==> src/rtl/vga_pkg.sv <==
// Shared display geometry plus the game-state frame format exchanged over the UART link.
// Used by both the rx-side decoder and the tx-side encoder.
package vga_pkg;

  localparam int HOR_PIXELS = 640;
  localparam int VER_PIXELS = 480;
  localparam int BALLSIZE   = 16;
  localparam int PAD_HEIGHT = 80;

  localparam logic [7:0] UART_SYNC_BYTE    = 8'hA5;
  localparam int         FRAME_PAYLOAD_LEN = 6;

  typedef enum logic [1:0] {
    HUNT,
    PAYLOAD,
    CSUM
  } uart_frame_state_t;

  typedef struct packed {
    logic [10:0] x_ball;
    logic [9:0]  y_ball;
    logic [9:0]  y_pad;
  } game_frame_t;

  // Centred ball and paddle; shown until the first good frame arrives.
  localparam game_frame_t FRAME_RESET = '{
    x_ball: 11'((HOR_PIXELS - BALLSIZE) / 2),
    y_ball: 10'((VER_PIXELS - BALLSIZE) / 2),
    y_pad:  10'((VER_PIXELS - PAD_HEIGHT) / 2)
  };

  function automatic logic frame_in_range(input game_frame_t f);
    return (f.x_ball < 11'(HOR_PIXELS)) &&
           (f.y_ball < 10'(VER_PIXELS)) &&
           (f.y_pad <= 10'(VER_PIXELS - PAD_HEIGHT));
  endfunction

endpackage

==> src/rtl/uart_frame_decoder.sv <==
// Rebuilds remote ball/paddle positions from the uart_rx byte stream for player2_mux.
// Keeps the last good frame on its outputs and reports link loss through link_up.
module uart_frame_decoder
  import vga_pkg::*;
#(
  parameter logic [7:0] SYNC_BYTE    = UART_SYNC_BYTE,
  parameter int         BYTE_TIMEOUT = 100_000,
  parameter int         LINK_TIMEOUT = 4_000_000
) (
  input  logic        clk,
  input  logic        rst,
  input  logic [7:0]  rx_data,
  input  logic        rx_valid,
  output logic [10:0] x_ball_uart,
  output logic [9:0]  y_ball_uart,
  output logic [9:0]  y_player2_uart,
  output logic        frame_valid,
  output logic        frame_err,
  output logic        link_up
);

  localparam int         GAP_W    = $clog2(BYTE_TIMEOUT + 1);
  localparam int         LINK_W   = $clog2(LINK_TIMEOUT + 1);
  localparam int         PAY_W    = 8 * FRAME_PAYLOAD_LEN;
  localparam logic [2:0] LAST_IDX = 3'(FRAME_PAYLOAD_LEN - 1);

  uart_frame_state_t state, state_next;

  logic [PAY_W-1:0]  payload;
  logic [7:0]        csum_acc;
  logic [2:0]        idx;
  logic [GAP_W-1:0]  gap_cnt;
  logic [LINK_W-1:0] link_cnt;
  game_frame_t       frame_q;
  game_frame_t       candidate;

  logic start, capture, frame_ok, frame_bad, timeout, padding_ok, check_ok;

  // Payload bytes are shifted in MSB first, so byte 0 ends up in the top 8 bits.
  assign candidate.x_ball = payload[42:32];
  assign candidate.y_ball = payload[25:16];
  assign candidate.y_pad  = payload[9:0];
  assign padding_ok = (payload[47:43] == '0) && (payload[31:26] == '0) && (payload[15:10] == '0);
  assign check_ok   = (rx_data == csum_acc) && padding_ok && frame_in_range(candidate);

  // A byte arriving on the cycle the gap would expire still counts.
  assign timeout = (state != HUNT) && !rx_valid && (gap_cnt == GAP_W'(BYTE_TIMEOUT - 1));

  always_ff @(posedge clk) begin
    if (rst) state <= HUNT;
    else     state <= state_next;
  end

  always_comb begin
    state_next = state;
    start      = 1'b0;
    capture    = 1'b0;
    frame_ok   = 1'b0;
    frame_bad  = 1'b0;
    case (state)
      HUNT: begin
        if (rx_valid && (rx_data == SYNC_BYTE)) begin
          start      = 1'b1;
          state_next = PAYLOAD;
        end
      end
      PAYLOAD: begin
        if (rx_valid) begin
          capture = 1'b1;
          if (idx == LAST_IDX) state_next = CSUM;
        end else if (timeout) begin
          frame_bad  = 1'b1;
          state_next = HUNT;
        end
      end
      CSUM: begin
        if (rx_valid) begin
          frame_ok   = check_ok;
          frame_bad  = !check_ok;
          state_next = HUNT;
        end else if (timeout) begin
          frame_bad  = 1'b1;
          state_next = HUNT;
        end
      end
      default: state_next = HUNT;
    endcase
  end

  always_ff @(posedge clk) begin
    if (rst) begin
      payload  <= '0;
      csum_acc <= '0;
      idx      <= '0;
      gap_cnt  <= '0;
    end else begin
      if (start) begin
        idx      <= '0;
        csum_acc <= '0;
      end else if (capture) begin
        payload  <= {payload[PAY_W-9:0], rx_data};
        csum_acc <= csum_acc ^ rx_data;
        idx      <= idx + 3'd1;
      end
      if ((state == HUNT) || rx_valid) gap_cnt <= '0;
      else                             gap_cnt <= gap_cnt + GAP_W'(1);
    end
  end

  // Outputs move only on a fully checked frame; the link counter saturates while idle.
  always_ff @(posedge clk) begin
    if (rst) begin
      frame_q     <= FRAME_RESET;
      frame_valid <= 1'b0;
      frame_err   <= 1'b0;
      link_cnt    <= '0;
      link_up     <= 1'b0;
    end else begin
      frame_valid <= frame_ok;
      frame_err   <= frame_bad;
      if (frame_ok) begin
        frame_q  <= candidate;
        link_cnt <= '0;
        link_up  <= 1'b1;
      end else if (link_cnt != LINK_W'(LINK_TIMEOUT)) begin
        link_cnt <= link_cnt + LINK_W'(1);
        if (link_cnt == LINK_W'(LINK_TIMEOUT - 1)) link_up <= 1'b0;
      end
    end
  end

  assign x_ball_uart    = frame_q.x_ball;
  assign y_ball_uart    = frame_q.y_ball;
  assign y_player2_uart = frame_q.y_pad;

endmodule

==> config.mk <==
export PLATFORM = sky130hd
export DESIGN_NAME = uart_frame_decoder
export DESIGN_NICKNAME = d
export VERILOG_FILES = /design/src/rtl/vga_pkg.sv /design/src/rtl/uart_frame_decoder.sv
export SDC_FILE = /design/constraint.sdc
export NUM_CORES = 1
export LEC_CHECK = 0
export CORE_MARGIN = 8
export CORE_UTILIZATION = 58
export CTS_CLUSTER_DIAMETER = 80
export CTS_CLUSTER_SIZE = 16
export DETAILED_ROUTE_END_ITERATION = 6
export PLACE_DENSITY = 0.79
export SETUP_SLACK_MARGIN = 0.15
export SLEW_MARGIN = 20
export SYNTH_ARGS = -nofsm -noshare
export SYNTH_HDL_FRONTEND = slang
export SYNTH_SLANG_ARGS = --single-unit
==> constraint.sdc <==
create_clock -name clk -period 3.2 [get_ports clk]
set_input_delay 0.48 -clock clk [delete_from_list [all_inputs] [get_ports clk]]
set_output_delay 0.48 -clock clk [all_outputs]
set_load 0.02 [all_outputs]
==> Yosys cells after proc, flatten, opt, wreduce, memory -nomap -nowiden <==
Index checks and enable logic that the tools add are counted.
{ "totals": {"ff_bits": 134, "in_bits": 11, "elab_cells": 74} }
{ "op_classes": {"add_sub_neg": 3, "n_lt_le_gt_ge": 3, "eq_ne": 10, "muxes": 19, "n_bitwise": 2, "n_reduce_logical": 25} }
{ "op_table": {"columns": ["operator", "n"], "rows": [
  ["22-bit by 1-bit adder with 22-bit output, second input constant", 1],
  ["22-bit equality test, second input constant", 1],
  ["22-bit != test, second input constant", 1],
  ["17-bit by 1-bit adder with 17-bit output, second input constant", 1],
  ["17-bit equality test, second input constant", 1],
  ["6-bit logical NOT", 2],
  ["1-bit two-way mux", 12],
  ["11-bit by 10-bit less-than comparator with 1-bit output, second input constant", 1],
  ["10-bit by 9-bit <= comparator with 1-bit output, second input constant", 1],
  ["10-bit by 9-bit less-than comparator with 1-bit output, second input constant", 1],
  ["2-bit two-way mux", 5],
  ["1-bit logical AND", 9],
  ["8-bit equality test", 1],
  ["8-bit equality test, second input constant", 1],
  ["8-bit bitwise XOR", 1],
  ["2-bit case mux with 3 select lines", 1],
  ["2-bit AND reduction", 3],
  ["2-bit nonzero test", 3],
  ["2-bit OR reduction", 3],
  ["5-bit logical NOT", 1],
  ["3-bit by 1-bit adder with 3-bit output, second input constant", 1],
  ["3-bit equality test, second input constant", 1],
  ["3-bit != test, second input constant", 1],
  ["2-bit by 1-bit equality test with 1-bit output, second input constant", 1],
  ["7 further kinds", 8]
]} }

==> Logic depth before layout (Yosys ltp) <==
{ "logic_depth": {"depth_word": 9, "ltp_mapped": 8, "ltp_nobuf": 7} }

==> Least setup slack after synthesis <==
Ideal clock, no wire load.
{ "synth_timing": {"path_kind": "register to register", "from": "reg state[0]", "to": "reg state[0]", "setup_ps": 130, "arrival_time_ps": 2161, "setup_slack_ps": 910, "stages_incl_launch_ff": 8, "n_path_buf": 0, "period_less_slack_ps": 2290, "path_cell_list": "dfxtp_1 > inv_1 > ha_1 > or4_1 > or3_1 > or4_4 > a41oi_1 > o41ai_1"} }
{ "synth_between": {"elab_chain_cells": 6} }
{ "synth_lines": {"columns": ["item", "line_no", "rtl"], "rows": [
  ["start, declared", "uart_frame_decoder.sv:27", "uart_frame_state_t state, state_next;"],
  ["start signal, assigned", "uart_frame_decoder.sv:51", "else state <= state_next;"],
  ["2-bit nonzero test", "uart_frame_decoder.sv:47", "assign timeout = (state != HUNT) && !rx_valid && (gap_cnt == GAP_W'(BYTE_TIMEOUT - 1));"],
  ["1-bit logical AND (2 in series)", "uart_frame_decoder.sv:47", null],
  ["2-bit two-way mux", null, null],
  ["2-bit two-way mux, on equally long branches", null, null],
  ["2-bit case mux with 3 select lines", "uart_frame_decoder.sv:60", "case (state)"]
]} }
Parallel ways exist; a longest one is shown, timed or not.
A chain may end at the register's enable or synchronous reset.

==> Final worst setup path <==
{ "layout_timing": {"from": "reg payload[9]", "to": "reg frame_q, in the netlist y_ball_uart[5]"} }
{ "layout_between": {"elab_chain_cells": 5} }
{ "layout_lines": {"columns": ["item", "line_no", "rtl"], "rows": [
  ["start, declared", "uart_frame_decoder.sv:29", "logic [PAY_W-1:0] payload;"],
  ["start signal, assigned", "uart_frame_decoder.sv:101", "payload <= {payload[PAY_W-9:0], rx_data};"],
  ["10-bit by 9-bit <= comparator with 1-bit output", "vga_pkg.sv:35", "(f.y_pad <= 10'(VER_PIXELS - PAD_HEIGHT));"],
  ["1-bit logical AND", "vga_pkg.sv:34", "(f.y_ball < 10'(VER_PIXELS)) &&"],
  ["1-bit logical AND", "uart_frame_decoder.sv:44", "assign check_ok = (rx_data == csum_acc) && padding_ok && frame_in_range(candidate);"],
  ["1-bit two-way mux", "uart_frame_decoder.sv:77", "if (rx_valid) begin"],
  ["1-bit two-way mux", "uart_frame_decoder.sv:60", null],
  ["end signal, assigned", "uart_frame_decoder.sv:122", "frame_q <= candidate;"],
  ["end, declared", "uart_frame_decoder.sv:34", "game_frame_t frame_q;"]
]} }
Every way passes these cells.

==> metrics.csv <==
metric,value,unit
Synth Instances,660,
setup violators final,0,
worst hold slack,349.3,ps
CP Launch Type,flop,
synthesized area per cell,8.432,um^2
RSZ-0062 raised after global routing,no,
fraction of layout cells with a size suffix above 1,0.07670,
register-to-register setup slack,430,ps
first-pass GRT wire length,22.60,mm
First-pass DRT Iterations,5,
crit share post-route,0.8655,
CP startpoint,payload[9]$_SDFFE_PP0P_,
ys flop type,dfxtp_1,
Initial DRC Count,543,
Final Hold Vio Count,0,
"Clk Latency, worst-skew pair",510,ps
hpwl dp,8.583,mm
Worst-path clk slew,60,ps
design area,6744,um^2
crit path DAT,3140,ps
Routed WL per cell,16.21,um
CTS buffer count,17,
clock root buffer master,clkbuf_8,
Worst IR Drop VDD,352.4,uV
H-tree depth,4,
CTS hold repair buffers,0,
P per Cell Area,586.8,nW/um^2
"EDFF count, synth",0,
total number of vias,4940,
DR DRC count,0,
setup TNS,0,ps
die span in y,114.0,um
GRT overflow,0,
I/O pins,45,
worst path required time,3570,ps
vias per std cell,5.930,
post-synthesis sequential area ratio,0.4820,
final WL,13.50,mm
Setup Buffers After CTS,0,
area growth from synthesis to layout,21.18,%
Synth Net Count,680,
DIE WIDTH,114.0,um
mapped cell area,5565,um^2
status,"finished, final reports clean",
worst hold start,rst,
post-route ant nets,0,
fin. max-slew vios,0,
ys async rst share,0,
Worst slew margin,0.3631,
CTS tree,yes,
HP Class,input pin to flop,
synth unique cells,43,
max-cap violations,0,
actual slew at the worst max-slew pin,955.3,ps
CP Capture Type,flop,
Clock Sinks,134,
largest net degree at the start of global routing,93,
CTS Buffer Depth,2,
Core ar.,9284,um^2
min Tclk post-route,2770,ps
DP Area,6100,um^2
fmax,361.1,MHz
# diodes,0,
CP max FO,16,
FP Rows,35,
gpl congestion,0.8159,
nets,711,
Port Buffers,44,
Total GRT Usage,0.2147,
Die Footprint,12990,um^2
antenna violations before repair,0,
worst reg2reg path startpoint,payload[9]$_SDFFE_PP0P_,
clk_skew,6.729,ps
Post-CTS Resized,0,
number of global-route vias before repair,4753,
synthesized flop and latch total,134,
Worst Setup Path Type,flop to flop,
layout filler cell count,713,
YS warnings,0,
Initial Util,0.5995,
Leak Pwr,2.274,nW
## through the flow
stage	cells	worst slack (ps)	power (mW)	util
floorplan	660	909.9	1.843	-
global placement	801	414.6	1.893	0.6570
detailed placement	801	346.9	1.899	0.6570
CTS	833	456.1	3.974	0.7264
global route	833	275.0	4.073	0.7264
finish	833	430.3	3.957	0.7264
## critical path: stages (launching register included)
cell	delay, ps
dfxtp_1	330
or4_1	590
nor4_1	430
nand2_1	470
buf_4	360
nor4_1	310
o21ai_0	150
## registers in the layout (all words and copies together) (netlist names)
signal and cells:
x_ball_uart 11, y_ball_uart 10, frame_valid 1, link_cnt 22
y_player2_uart 10, frame_err 1, gap_cnt 17, csum_acc 8
idx 3, state 2, link_up 1, payload 48
## logic make-up after synthesis
family          synth area share
simple gates              0.2487
flops                     0.4820
compound gates            0.1295
buf+inv                  0.03912
xor+xnor                 0.07869
fa+ha+maj                0.02023
mux                     0.001799
## final timing paths
path	end	cells past startpoint
setup / recovery	y_ball_uart[5]$_SDFFE_PP1P_	6
hold / removal	y_ball_uart[7]$_SDFFE_PP1P_	3
setup reg to reg	y_ball_uart[5]$_SDFFE_PP1P_	6
hold reg to reg	payload[46]$_SDFFE_PP0P_	2
## final cells by class
cell class | instances | area, um^2 | share of cell area
clock buffers | 19 | 441.7 | 0.06549
clock inverters | 13 | 202.7 | 0.03006
inverters | 10 | 37.54 | 0.005566
multi-input cells | 472 | 2693 | 0.3993
flip-flops and latches | 134 | 2683 | 0.3978
well taps | 129 | 161.4 | 0.02393
repair buffers | 56 | 525.5 | 0.07792
## cell usage after synthesis (2+ instances only)
cell type	n	area share
nor3_1	25	0.022
o31ai_1	17	0.023
nand4_1	26	0.029
or4_1	2	0.0027
dfxtp_1	134	0.48
clkbuf_1	33	0.022
and4_1	5	0.0079
o21ai_0	19	0.017
ha_1	9	0.020
a41oi_1	2	0.0031
nand2_1	119	0.080
nor4_1	20	0.022
buf_2	9	0.0081
o211ai_1	2	0.0027
xor2_1	38	0.060
nor2_1	35	0.024
and3_1	7	0.0079
nand3_1	21	0.019
nor2b_1	3	0.0034
xnor2_1	12	0.019
or3_1	6	0.0067
a31oi_1	11	0.012
a211oi_1	2	0.0027
nor4b_1	3	0.0047
and2_1	4	0.0045
a21oi_1	70	0.063
nand2b_1	2	0.0022
inv_1	9	0.0061
## power by group
group | internal, mW | total, mW | leakage (nW) | switching (mW)
registers | 1.68 | 1.70 | 1.08 | 0.0162
clock network | 1.38 | 2.09 | 0.314 | 0.709
logic | 0.0514 | 0.168 | 0.880 | 0.116
## placed cells by master, fill, tap and decap left out, types with 6 or more instances in the layout
cell type	Yosys	final
a21oi_1	70	70
a31oi_1	11	11
and3_1	7	7
buf_4	1	12
clkbuf_16	0	16
clkdlybuf4s50_1	0	43
dfxtp_1	134	134
ha_1	9	9
inv_1	9	9
nand2_1	119	119
nand3_1	21	21
nand4_1	26	26
nor2_1	35	35
nor3_1	25	24
nor4_1	20	20
o21ai_0	19	18
o31ai_1	17	17
or3_1	6	6
xnor2_1	12	12
xor2_1	38	38
## routing by layer
layer  vias to the layer above  track usage  routed length, um  part of all wire
met3                        28      0.06498                932             0.069
met1                      2330       0.2678               5974              0.44
met2                       204       0.3356               6234              0.46
met5                         -            0                  0                 0
met4                         0      0.09317                362             0.027
li1                       2378            -                  -                 -
(Power assumes the default switching activity.)
